<file path="config.mk">
export PLATFORM = sky130hd
export DESIGN_NAME = shuttle_sequencer
export DESIGN_NICKNAME = d
export VERILOG_FILES = /design/src/rtl/motor_pkg.sv /design/src/rtl/ir_edge_sync.sv /design/src/rtl/shuttle_sequencer.sv
export SDC_FILE = /design/constraint.sdc
export NUM_CORES = 1
export LEC_CHECK = 0
export CAP_MARGIN = 5
export CORE_AREA = 10 10 111 113
export DETAILED_ROUTE_END_ITERATION = 6
export DIE_AREA = 0 0 121 123
export DONT_BUFFER_PORTS = 1
export GPL_TIMING_DRIVEN = 0
export HOLD_SLACK_MARGIN = 0.02
export PLACE_DENSITY = 0.55
export SYNTH_ARGS = -nofsm -noshare
export SYNTH_HDL_FRONTEND = slang
export SYNTH_SLANG_ARGS = --single-unit
</file>
<file path="constraint.sdc">
create_clock -name CLK -period 2.5 [get_ports CLK]
set_input_delay 0.125 -clock CLK [delete_from_list [all_inputs] [get_ports CLK]]
set_output_delay 0.125 -clock CLK [all_outputs]
set_load 0.02 [all_outputs]
</file>
<file path="src/rtl/motor_pkg.sv">
// motor_pkg: shared state encoding and direction constants for the shuttle sequencer
package motor_pkg;
    typedef enum logic [2:0] {IDLE, FWD, DW_END, BWD, DW_HOME, FAULT} seq_state_t;
    localparam logic FW = 1'b1;
    localparam logic BW = 1'b0;
endpackage

</file>
<file path="src/rtl/ir_edge_sync.sv">
// ir_edge_sync: per-bit 2-flop synchronizer with rise/fall pulse generation
module ir_edge_sync #(
    parameter int N = 2
) (
    input  logic         CLK,
    input  logic         RSTn,
    input  logic [N-1:0] d_i,
    output logic [N-1:0] rise_o,
    output logic [N-1:0] fall_o
);
    logic [N-1:0] meta_q, sync_q, prev_q;
    // Sensors idle high, so reset to ones keeps reset release from faking a fall
    always_ff @(posedge CLK) begin
        if (!RSTn) begin
            meta_q <= '1;
            sync_q <= '1;
            prev_q <= '1;
        end else begin
            meta_q <= d_i;
            sync_q <= meta_q;
            prev_q <= sync_q;
        end
    end
    assign rise_o = ~prev_q & sync_q;
    assign fall_o = prev_q & ~sync_q;
endmodule

</file>
<file path="src/rtl/shuttle_sequencer.sv">
// shuttle_sequencer: runs home-end-home shuttle cycles with dwell pauses and a travel watchdog
module shuttle_sequencer
    import motor_pkg::*;
#(
    parameter int DWELL   = 1000,
    parameter int TIMEOUT = 1_000_000,
    parameter int TO_W    = 20,
    parameter int CNT_W   = 8
) (
    input  logic             CLK,
    input  logic             RSTn,
    input  logic             start,
    input  logic             stop,
    input  logic             clear,
    input  logic [CNT_W-1:0] num_cycles,
    input  logic             ir_home,
    input  logic             ir_end,
    output logic             dir,
    output logic             en,
    output logic             busy,
    output logic             done,
    output logic             fault,
    output logic [CNT_W-1:0] cycles_done
);
    localparam logic [TO_W-1:0] DW_LAST = TO_W'(DWELL - 1);
    localparam logic [TO_W-1:0] TO_LAST = TO_W'(TIMEOUT - 1);

    seq_state_t       state_q, state_d;
    logic [TO_W-1:0]  cnt_q, cnt_d;
    logic [CNT_W-1:0] num_q, num_d, cyc_q, cyc_d, cyc_inc, req_num_q;
    logic             start_q;
    logic             dir_q, dir_d, en_q, en_d, busy_q, busy_d, done_q, done_d, fault_q, fault_d;
    logic [1:0]       fall, rise_unused;
    logic             end_fall, home_fall;

    ir_edge_sync #(.N(2)) u_sync (
        .CLK    (CLK),
        .RSTn   (RSTn),
        .d_i    ({ir_end, ir_home}),
        .rise_o (rise_unused),
        .fall_o (fall)
    );

    assign end_fall  = fall[1];
    assign home_fall = fall[0];

    // Next state: stop overrides everything, sensor edge beats watchdog expiry
    always_comb begin
        state_d = state_q;
        num_d   = num_q;
        cyc_d   = cyc_q;
        done_d  = 1'b0;
        cyc_inc = (cyc_q == '1) ? cyc_q : cyc_q + 1'b1;
        case (state_q)
            IDLE: if (start_q && req_num_q != '0) begin
                state_d = FWD;
                num_d   = req_num_q;
                cyc_d   = '0;
            end
            FWD: state_d = end_fall ? DW_END : (cnt_q == TO_LAST) ? FAULT : FWD;
            DW_END: state_d = (cnt_q == DW_LAST) ? BWD : DW_END;
            BWD: if (home_fall) begin
                cyc_d   = cyc_inc;
                done_d  = (cyc_inc == num_q);
                state_d = done_d ? IDLE : DW_HOME;
            end else if (cnt_q == TO_LAST) begin
                state_d = FAULT;
            end
            DW_HOME: state_d = (cnt_q == DW_LAST) ? FWD : DW_HOME;
            FAULT: state_d = clear ? IDLE : FAULT;
            default: state_d = IDLE;
        endcase
        if (stop && busy_q) begin
            state_d = IDLE;
            cyc_d   = cyc_q;
            done_d  = 1'b0;
        end
        cnt_d   = (state_d == state_q && busy_q) ? cnt_q + 1'b1 : '0;
        dir_d   = (state_d == FWD) ? FW : (state_d == BWD) ? BW : dir_q;
        en_d    = (state_d == FWD) || (state_d == BWD);
        busy_d  = !((state_d == IDLE) || (state_d == FAULT));
        fault_d = (state_d == FAULT);
    end

    // State, shared dwell/watchdog counter and registered outputs
    always_ff @(posedge CLK) begin
        if (!RSTn) begin
            state_q   <= IDLE;
            cnt_q     <= '0;
            num_q     <= '0;
            cyc_q     <= '0;
            start_q   <= 1'b0;
            req_num_q <= '0;
            dir_q     <= FW;
            en_q      <= 1'b0;
            busy_q    <= 1'b0;
            done_q    <= 1'b0;
            fault_q   <= 1'b0;
        end else begin
            state_q   <= state_d;
            cnt_q     <= cnt_d;
            num_q     <= num_d;
            cyc_q     <= cyc_d;
            start_q   <= start;
            req_num_q <= num_cycles;
            dir_q     <= dir_d;
            en_q      <= en_d;
            busy_q    <= busy_d;
            done_q    <= done_d;
            fault_q   <= fault_d;
        end
    end

    assign dir         = dir_q;
    assign en          = en_q;
    assign busy        = busy_q;
    assign done        = done_q;
    assign fault       = fault_q;
    assign cycles_done = cyc_q;
endmodule
</file>
# Word-level counts from Yosys, hierarchy flattened

Cells that the tools add are included.

Register bits: 59
Input port bits: 15
Output and inout port bits: 13
Word-level logic and storage cells: 67

Add/sub/neg operators: 2
Equality and inequality tests: 15
Mux-type cells: 15
Bitwise operators: 6
Reduce and logical (&&, ||, !) cells: 15

Operators with widths:

| kind                                                              | count |
|---|---|
| 3-bit two-way mux                                                 | 9 |
| 8-bit two-way mux                                                 | 3 |
| 20-bit by 1-bit adder with 20-bit output, second input constant   | 1 |
| 20-bit by 10-bit == test with 1-bit output, second input constant | 1 |
| 20-bit == test, second input constant                             | 1 |
| 3-bit case mux with 6 select lines                                | 1 |
| 8-bit case mux with 2 select lines                                | 1 |
| 3-bit by 2-bit == test with 1-bit output, second input constant   | 3 |
| 3-bit == test, second input constant                              | 3 |
| 8-bit by 1-bit adder with 8-bit output, second input constant     | 1 |
| 8-bit == test                                                     | 1 |
| 8-bit == test, second input constant                              | 1 |
| 8-bit nonzero test                                                | 1 |
| 3-bit by 1-bit == test with 1-bit output, second input constant   | 2 |
| 3-bit logical NOT                                                 | 2 |
| 2-bit inequality test, second input constant                      | 2 |
| 1-bit inverter                                                    | 4 |
| 2-bit AND reduction                                               | 2 |
| 4-bit AND reduction                                               | 1 |
| 4-bit OR reduction                                                | 1 |
| 3-bit == test                                                     | 1 |
| 1-bit logical AND                                                 | 3 |
| 2-bit bitwise AND                                                 | 1 |
| 1-bit logical OR                                                  | 2 |
| 5 further kinds                                                   | 5 |

# Logic depth before layout (Yosys ltp)

Gate-level depths: netlist of run 1.

Word-level depth: 10
Mapped depth: 9
Gate-level depth less buffers: 8

# By module

Synthesis of run 1 repeated with hierarchy kept, for this count alone.

Cells, all modules: 340
Area, all modules: 2,962.8 sq um

Modules (own cells, without submodules):

| module            | instances | cells an instance | area an instance (sq um) | sequential area each (sq um) |
|---|---|---|---|---|
| shuttle_sequencer | 1         | 324               | 2,780.2                  | 1,061.0 |
| ir_edge_sync      | 1         | 16                | 182.7                    | 120.1 |

# Least setup slack after synthesis of run 1

OpenSTA, ideal clock, no wires.

Path kind: register to register
From: reg cyc_q[0], in the netlist cycles_done[0]
To: reg busy_q, in the netlist busy
Setup time: 0.124 ns
Arrival time: 2.182 ns
Data required time: 2.376 ns
Slack: 0.194 ns
Stages on the path, launching flop included: 10
Path buffers: 1
Clock period less this slack: 2.306 ns
Path through: dfxtp_1 -> ha_1 -> buf_2 -> nand3_1 -> nor4b_1 -> o21ba_2 -> a2111oi_2 -> a31oi_1 -> o41ai_2 -> a21oi_1

Cells in the longest elaborated chain, start to end: 10
Elaborated cells between the ends (all ways): 12
Classes of those cells: add/sub (1); eq/ne (3); mux (5); reduce/logical (3)

Ends and longest elaborated chain:

| element                                                                 | line                     | text |
|---|---|---|
| start: declaration                                                      | shuttle_sequencer.sv:30  | `logic [CNT_W-1:0] num_q, num_d, cyc_q, cyc_d, cyc_inc, req_num_q;` |
| start signal: assignment                                                | shuttle_sequencer.sv:103 | `cyc_q <= cyc_d;` |
| 8-bit by 1-bit adder with 8-bit output or 8-bit == test (tied branches) | shuttle_sequencer.sv:53  | `cyc_inc = (cyc_q == '1) ? cyc_q : cyc_q + 1'b1;` |
| 8-bit two-way mux *                                                     | shuttle_sequencer.sv:53  |  |
| 8-bit == test *                                                         | shuttle_sequencer.sv:64  | `done_d = (cyc_inc == num_q);` |
| 3-bit two-way mux *                                                     | shuttle_sequencer.sv:65  | `state_d = done_d ? IDLE : DW_HOME;` |
| 3-bit two-way mux *                                                     | shuttle_sequencer.sv:62  | `BWD: if (home_fall) begin` |
| 3-bit case mux with 6 select lines *                                    | shuttle_sequencer.sv:54  | `case (state_q)` |
| 3-bit two-way mux *                                                     | shuttle_sequencer.sv:73  | `if (stop && busy_q) begin` |
| 3-bit == test or 3-bit logical NOT (tied branches)                      | shuttle_sequencer.sv:81  | `busy_d = !((state_d == IDLE) \|\| (state_d == FAULT));` |
| 1-bit logical OR *                                                      | shuttle_sequencer.sv:81  |  |
| 1-bit logical NOT *                                                     | shuttle_sequencer.sv:81  |  |
| end signal: assignment                                                  | shuttle_sequencer.sv:108 | `busy_q <= busy_d;` |
| end: declaration                                                        | shuttle_sequencer.sv:32  | `logic dir_q, dir_d, en_q, en_d, busy_q, busy_d, done_q, done_d, fault_q, fault_d;` |

Every way passes the cells marked *; elsewhere a longest branch is shown, timed or not.
A chain may end at the register's enable or synchronous reset.

# Final worst setup path of run 1

Ends and elaborated chain as after synthesis.

==> results.yml, run 1 <==
placed_design:
  portBuffers: 0
  place_ws_ns: -0.275
  dp.final_hpwl_microns: 5070
  dp_cells: 478
  place_congestion: 0.872
global_routing:
  grt_pass1_wl_microns: 11800
  gr-usage-all-layers: 0.100
  grt_max_degree: 11
  antenna_found_initial: 0
  grt_pass1_vias: 2413
  gr-total-overflow: 0
final_layout:
  drive_gt1_frac: 0.165
  nFillCells: 1040
  stdcell_count: 505
  insertedDiodeCount: 0
  num-nets-final: 382
  area_growth_pct: 18.8
setup_path:
  worstPathRequired_ns: 2.73
  criticalPathCategory: "reg2reg"
  cp_max_fo: 10
  r2r_start: "cycles_done[0]"
  cp_data_arrival_time_ns: 2.56
  end_kind: "flip-flop"
  critPathLaunch: "cycles_done[0]"
  cp-start-kind: "flip-flop"
sta:
  slew_headroom: 0.531
  fin_ws_ns: 0.170
  hold_ws_ns: 0.126
  worstMarginPinSlew_ns: 0.704
  fmax_mhz: 429
  finalSetupViolations: 0
  hold_violations: 0
  finalClockSkew_ns: 0.00855
  finalCriticalPeriod_ns: 2.33
  final.setup.tns_ns: 0
  drv_slew: 0
  period_share: 0.932
clocking:
  clk_path_buf_depth: 2
  h-tree-depth: 3
  cts_sinks: 59
  insertion_delay_ns: 0.35
  cts_buffers: 9
  cts.clk_slew.worst_paths_ns: 0.07
  post_cts_buffers: 0
  cts-root-buf: "clkbuf_8"
  cts_tree: "built"
route:
  finalWirelength_microns: 7070
  drc: 0
  first_iter_violations: 114
  vias_per_cell: 4.90
  drtAntennaViolNets: 0
  vias: 2474
  first_pass_iters: 4
  route.detailed.wl_per_inst_microns: 14.0
floorplan:
  fp.dieW_microns: 121
  ios: 28
  start_util: 0.292
  die-area_sq_um: 14900
  die_h_microns: 123
  row_count: 37
  core_sq_um: 10100
synthesis:
  synth_common_cells: "59 x dfxtp_1, 32 x nand2_1, 27 x nor2_1"
  synth_area_sq_um: 2960
  yosys_register_bits: 59
  synth_edf_count: 0
  yosysSeqAreaShare: 0.399
  postSynthAreaPerCell_sq_um: 8.66
  yosysTopAreaCell: "dfxtp_1"
  synth_area_leaders: "dfxtp_1 40%, nand2_1 4.1%, nor2_2 4.0%"
  yosys_warnings: 0
  synth_top_cell_area_share: 0.399
  syn_nets: 359
  synth.distinct_cells: 55
  syn-instance-count: 342
  synth_most_common_cell: "dfxtp_1"
  synth_ff_type: "dfxtp_1"
  async_flop_share: 0
pwr:
  p_per_area_nw_per_um2: 588
  vdd_drop_max_mv: 0.252
  fin_total_pwr_mw: 2.07
  power.leakage_nw: 1.21
min_path:
  min_from: "RSTn"
  hold_path.class: "in2reg"
status:
  status: "finished clean"
flow_run:
  drv_cap: 0
-- worst max-delay path: stages (launching register included) --
cell and delay, ns:
dfxtp_4 0.42, ha_1 0.18, clkbuf_4 0.20, and2_1 0.20
nand3_1 0.18, and4_1 0.28, a211oi_2 0.24, a31oi_2 0.17
o41ai_2 0.24, a21oi_1 0.10
-- what timing repair did --
action	in CTS	in global routing
pin swaps	0	1
hold buffers	12	0
endpoints found under the setup margin	4	3
gates resized for setup	6	8
endpoints found under the hold margin	14	0
-- cell usage in the layout, fill, tap and decap left out, types with 3 or more instances in the layout --
cell / Yosys / layout
inv_1: 11 / 11
clkbuf_1: 5 / 5
dlygate4sd3_1: 0 / 12
nor3_1: 7 / 7
nand2_1: 32 / 32
nand2b_1: 6 / 6
nor2b_1: 8 / 8
nor2_2: 19 / 20
o21ai_1: 2 / 3
clkbuf_8: 0 / 10
a21boi_0: 10 / 10
and3_1: 5 / 5
a31oi_1: 4 / 3
nor3b_1: 4 / 4
and4_1: 6 / 6
dfxtp_1: 59 / 56
o21ai_0: 17 / 16
xnor2_1: 12 / 12
xor2_1: 13 / 13
and2_1: 13 / 13
a21oi_1: 11 / 11
nand3_1: 15 / 14
nor4_1: 3 / 3
nor2_1: 27 / 26
mux2i_1: 3 / 3
nand4_1: 5 / 5
-- metal layers --
layer | GRT usage | vias to the layer above | wire length [microns]
li1 | - | 1245 | -
met1 | 0.124 | 1162 | 3460
met2 | 0.153 | 53 | 3070
met3 | 0.0328 | 14 | 393
met4 | 0.0520 | 0 | 157
met5 | 0 | - | 0
-- layout make-up --
| class | instances | area [sq um] | share of cell area |
|---|---|---|---|
| multi-input combinational | 259 | 1700 | 0.483 |
| sequential | 59 | 1190 | 0.338 |
| tap | 136 | 170 | 0.0483 |
| clock buffer | 10 | 138 | 0.0391 |
| timing repair buffer | 12 | 120 | 0.0341 |
| buffer | 13 | 81.3 | 0.0231 |
| clock inverter | 5 | 77.6 | 0.0220 |
| inverter | 11 | 41.3 | 0.0117 |
-- report_power, final --
group          leakage [nW]  internal, mW  total, mW  switching, mW
Combinational         0.617        0.0593      0.125         0.0652
Clock                 0.108         0.579      0.966          0.387
Sequential            0.482         0.959      0.980         0.0203
-- per-stage QoR --
stage               area, sq um   util
floorplan                  2960      -
global placement           3130  0.309
detailed placement         3130  0.309
CTS                        3480  0.344
global route               3520  0.347
finish                     3520  0.347
-- worst paths after layout --
check / slack [ns] / cells after the start / end
max: 0.17 / 9 / busy
min: 0.13 / 2 / u_sync.prev_q[1]
max reg2reg: 0.17 / 9 / busy
min reg2reg: 0.42 / 1 / u_sync.sync_q[0]
-- state kept, by name (all words and copies together), names as in the netlist --
register	count
cycles_done	8
fault	1
num_q	8
cnt_q	20
u_sync.prev_q	2
state_q	3
en	1
dir	1
done	1
start_q	1
busy	1
u_sync.sync_q	2
u_sync.meta_q	2
req_num_q	8
-- kinds of logic (layout without fill, tap and decap cells) --
group	after synthesis	count (layout)	share of synthesized area
and+or+nand+nor	164	164	0.316
xor gates and xnor gates	25	25	0.0739
DFF	59	59	0.399
buffers and inverters	24	51	0.0397
muxes	3	3	0.0101
AOI/OAI and AO/OA	65	65	0.153
adders and majority gates	2	2	0.00844
No activity file was read; power rests on OpenSTA's default activity.
==> inputs of run 2 (changes only) <==
Settings changed: MAX_ROUTING_LAYER set to met4.
==> results.yml, run 2 (synthesis results as in run 1) <==
setup_path:
  end_kind: "flip-flop"
  cp_max_fo: 10
  crit_buf_inv: 1
  crit_path_top_delay_cell: "dfxtp_4"
  crit_chain: "ha_1 > clkbuf_4 > and2_1 > nand3_1 > and4_1 > a211oi_2 > a31oi_2 > o41ai_2 > a21oi_1"
  cp_slowest_stage_delay_ns: 0.42
  cp_data_arrival_time_ns: 2.56
  criticalPathCategory: "reg2reg"
  worstPathRequired_ns: 2.73
  cp_top_family: "compound AO/OA/AOI/OAI gates"
  r2r_cells: 9
  cp-start-kind: "flip-flop"
  worstSetupPathDepth: 9
sta:
  finalCriticalPeriod_ns: 2.33
  hold_violations: 0
  period_share: 0.932
  final.setup.tns_ns: 0
  finalClockSkew_ns: 0.00781
  worstMarginPinSlew_ns: 0.704
  fmax_mhz: 429
  slew_headroom: 0.530
  drv_slew: 0
  finalSetupViolations: 0
clocking:
  clk_path_buf_depth: 2
  cts-root-buf: "clkbuf_8"
  cts.clk_slew.worst_paths_ns: 0.07
  post_cts_buffers: 0
  cts_buffers: 9
  insertion_delay_ns: 0.35
  h-tree-depth: 3
  cts_sinks: 59
  cts_tree: "built"
pwr:
  p_per_area_nw_per_um2: 588
  vdd_drop_max_mv: 0.252
  power.leakage_nw: 1.21
  switching_share: 0.229
  fin_total_pwr_mw: 2.07
  seq_power_share: 0.473
  intPower_mw: 1.60
  power.switching_uw: 473
  combPwrFrac: 0.060
  clockPowerShare: 0.467
route:
  vias_per_cell: 4.88
  finalWirelength_microns: 7080
  first_iter_violations: 105
  vias: 2466
  route.detailed.wl_per_inst_microns: 14.0
  first_pass_iters: 4
  drc: 0
  drtAntennaViolNets: 0
final_layout:
  largest_reg_flops: 20
  drive_gt1_frac: 0.165
  final_common_cell: "dfxtp_1"
  mostFrequentLayoutCells: "56 x dfxtp_1, 32 x nand2_1, 26 x nor2_1"
  largest_register: "cnt_q"
  num-nets-final: 382
  area_growth_pct: 18.8
  insertedDiodeCount: 0
floorplan:
  fp.dieW_microns: 121
  row_count: 37
  start_util: 0.292
  die_h_microns: 123
  die-area_sq_um: 14900
  ios: 28
  core_sq_um: 10100
global_routing:
  antenna_found_initial: 0
  grt_pass1_vias: 2417
  gr-total-overflow: 0
  gr-usage-all-layers: 0.103
  grt_pass1_wl_microns: 11800
  grt_max_degree: 11
min_path:
  whs_path_depth: 2
  hold_path.class: "in2reg"
placed_design:
  portBuffers: 0
  place_congestion: 0.886
  dp.final_hpwl_microns: 5070
status:
  status: "finished clean"
flow_run:
  drv_cap: 0
==> run 2: power groups by stage <==
| stage | Clock [mW] | Sequential [mW] | Combinational (mW) |
|---|---|---|---|
| 3_5_place_dp | 0 | 1.00 | 0.107 |
| 6_report | 0.967 | 0.980 | 0.124 |
| 5_1_grt | 1.03 | 0.982 | 0.138 |
| 2_1_floorplan | 0 | 0.997 | 0.0859 |
| 4_1_cts | 0.994 | 0.979 | 0.124 |
| 3_3_place_gp | 0 | 1.00 | 0.106 |
==> run 2: through the flow <==
stage	setup slack (ns)	hold slack, ns	utilization	instances	area (sq um)
2_1_floorplan	0.194	0.198	-	342	2960
3_3_place_gp	-0.256	0.201	0.309	478	3130
3_5_place_dp	-0.275	0.205	0.309	478	3130
4_1_cts	0.0453	0.113	0.344	505	3480
5_1_grt	-0.00526	0.140	0.347	505	3520
6_report	0.170	0.124	0.347	505	3520
==> run 2: worst paths after layout <==
path	from	endpoint	slack, ns
worst max-delay path	cycles_done[0]	busy	0.17
worst min-delay path	RSTn	u_sync.prev_q[1]	0.12
worst max register to register	cycles_done[0]	busy	0.17
worst min register to register	u_sync.meta_q[0]	u_sync.sync_q[0]	0.42
==> run 2: routing by layer <==
layer | GRT usage | vias to the layer above | routed length, microns | share of wire
met4 | 0.0498 | 0 | 155 | 0.022
met2 | 0.153 | 47 | 3060 | 0.43
met1 | 0.124 | 1158 | 3470 | 0.49
met3 | 0.0319 | 16 | 384 | 0.054
met5 | - | - | 0 | 0
li1 | - | 1245 | - | -
==> run 2: what timing repair did <==
action                                  4_1_cts  5_1_grt
pin swaps                                     0        1
endpoints found under the hold margin        14        0
resized for setup                             6        8
gates cloned                                  0        0
hold buffers                                 12        0
endpoints found under the setup margin        4        3
==> run 2: cell type report <==
type / count / area, sq um
buffer: 13 / 81.3
clock buffer: 10 / 138
clock inverter: 5 / 77.6
fill: 1040 / 6620
inverter: 11 / 41.3
multi-input combinational: 259 / 1700
sequential: 59 / 1190
tap: 136 / 170
timing repair buffer: 12 / 120
==> inputs of run 3 (changes only) <==
Settings changed: PLACE_DENSITY 0.55 to 0.41, SYNTH_HIERARCHICAL set to 1.
==> results.yml, run 3 <==
floorplan:
  die_h_microns: 123
  ios: 28
  die-area_sq_um: 14900
  core_sq_um: 10100
  row_count: 37
  start_util: 0.291
  fp.dieW_microns: 121
sta:
  finalCriticalPeriod_ns: 2.39
  fin_ws_ns: 0.105
  period_share: 0.958
  slew_headroom: 0.650
  rsz0062_at_grt: "true"
  hold_violations: 0
  drv_slew: 0
  worstMarginPinSlew_ns: 0.519
  finalSetupViolations: 0
  hold_ws_ns: 0.0430
  fmax_mhz: 418
  finalClockSkew_ns: 0.0110
clocking:
  clk_path_buf_depth: 2
  cts_buffers: 9
  insertion_delay_ns: 0.34
  cts_tree: "built"
  h-tree-depth: 3
  cts-root-buf: "clkbuf_8"
  cts.clk_slew.worst_paths_ns: 0.07
  cts_sinks: 59
route:
  drtAntennaViolNets: 0
  first_pass_iters: 4
  finalWirelength_microns: 7350
  first_iter_violations: 97
  vias: 2411
  vias_per_cell: 4.79
  drc: 0
  route.detailed.wl_per_inst_microns: 14.6
setup_path:
  end_kind: "flip-flop"
  critPathLaunch: "cycles_done[0]"
  cp_top_family: "simple AND/OR/NAND/NOR gates"
  crit_buf_inv: 1
  worstPathRequired_ns: 2.74
  criticalPathCategory: "reg2reg"
  crit_chain: "ha_1 > buf_2 > nand3_2 > nor2_1 > or4_1 > a32oi_2 > and4_1 > o21ai_1 > and3_1"
  cp_data_arrival_time_ns: 2.63
  r2r_slack_ns: 0.11
  crit_path_top_delay_cell: "or4_1"
  r2r_cells: 9
  worstSetupPathDepth: 9
  r2r-end: "fault"
  cp-start-kind: "flip-flop"
  cp_slowest_stage_delay_ns: 0.52
  r2r_start: "cycles_done[0]"
  worstSetupEndpoint: "fault"
  cp_max_fo: 10
final_layout:
  multi_input_area_sq_um: 1700
  largest_reg_flops: 20
  mostFrequentLayoutCells: "53 x dfxtp_1, 29 x nand2_1, 19 x nor2_2"
  insertedDiodeCount: 0
  stdcell_count: 503
  final_common_cell: "dfxtp_1"
  seq_area_sq_um: 1190
  drive_gt1_frac: 0.193
  area_growth_pct: 19.5
  nFillCells: 1073
  largest_register: "cnt_q"
  num-nets-final: 379
global_routing:
  grt_pass1_vias: 2301
  grt_pass1_wl_microns: 12000
  grt_max_degree: 11
  gr-usage-all-layers: 0.106
  gr-total-overflow: 0
  antenna_found_initial: 0
flow_run:
  drv_cap: 0
placed_design:
  portBuffers: 0
  place_congestion: 0.831
  place_ws_ns: -0.373
  dp_cells: 474
  dp.final_hpwl_microns: 5450
synthesis:
  synth_area_sq_um: 2950
  postSynthAreaPerCell_sq_um: 8.73
  syn_nets: 355
  yosys_warnings: 6
  syn-instance-count: 338
pwr:
  fin_total_pwr_mw: 2.03
  power.leakage_nw: 1.20
  vdd_drop_max_mv: 0.241
  p_per_area_nw_per_um2: 575
min_path:
  hold_path.class: "in2reg"
status:
  status: "finished clean"
## run 3: worst min-delay path by stage
stage	cells past startpoint	slack [ns]	endpoint	startpoint
after floorplan	1	0.20	u_sync/prev_q[0]	RSTn
after global placement	1	0.20	u_sync/prev_q[0]	RSTn
after detailed placement	1	0.20	u_sync/prev_q[1]	RSTn
after CTS	2	0.07	cycles_done[2]	RSTn
after global routing	2	0.05	cycles_done[6]	RSTn
final	2	0.04	cycles_done[6]	RSTn
## run 3: worst register-to-register path, delay by kind of cell (launching register included)
family,cells,cell delay (ns)
flops,1,0.40
buf+inv,1,0.18
simple gates,5,1.17
fa+ha+maj,1,0.20
compound gates,2,0.36
## run 3: final cells by class
| type | count | share of cell area |
|---|---|---|
| sequential | 59 | 0.339 |
| clock inverter | 4 | 0.0135 |
| inverter | 8 | 0.00852 |
| timing repair buffer | 13 | 0.0351 |
| clock buffer | 12 | 0.0468 |
| multi-input combinational | 254 | 0.481 |
| tap | 136 | 0.0483 |
| buffer | 17 | 0.0280 |
## run 3: metal layers
layer / up-vias / track usage / share of wire
met2: 43 / 0.153 / 0.43
met1: 1122 / 0.135 / 0.50
met3: 9 / 0.0292 / 0.054
met4: 0 / 0.0520 / 0.016
met5: - / - / 0
li1: 1237 / - / -
## run 3: power by group
| group | internal (mW) | leakage [nW] | total [mW] | switching, mW |
|---|---|---|---|---|
| Clock | 0.538 | 0.108 | 0.924 | 0.385 |
| Combinational | 0.0601 | 0.608 | 0.127 | 0.0668 |
| Sequential | 0.959 | 0.484 | 0.976 | 0.0169 |
## run 3: through the flow
step / cell area [sq um] / utilization / setup TNS (ns)
finish: 3530 / 0.348 / 0
CTS: 3480 / 0.343 / -0.0112
global placement: 3120 / 0.308 / -2.21
global route: 3530 / 0.348 / -0.0516
detailed placement: 3120 / 0.308 / -1.99
floorplan: 2950 / - / 0
## run 3: timing repair
item / CTS / global route
hold endpoints to repair: 16 / 0
resized for setup: 11 / 15
hold buffers: 12 / 0
gates cloned: 0 / 0
pin swaps: 1 / 2
setup endpoints to repair: 10 / 32
buffers inserted: 0 / 1
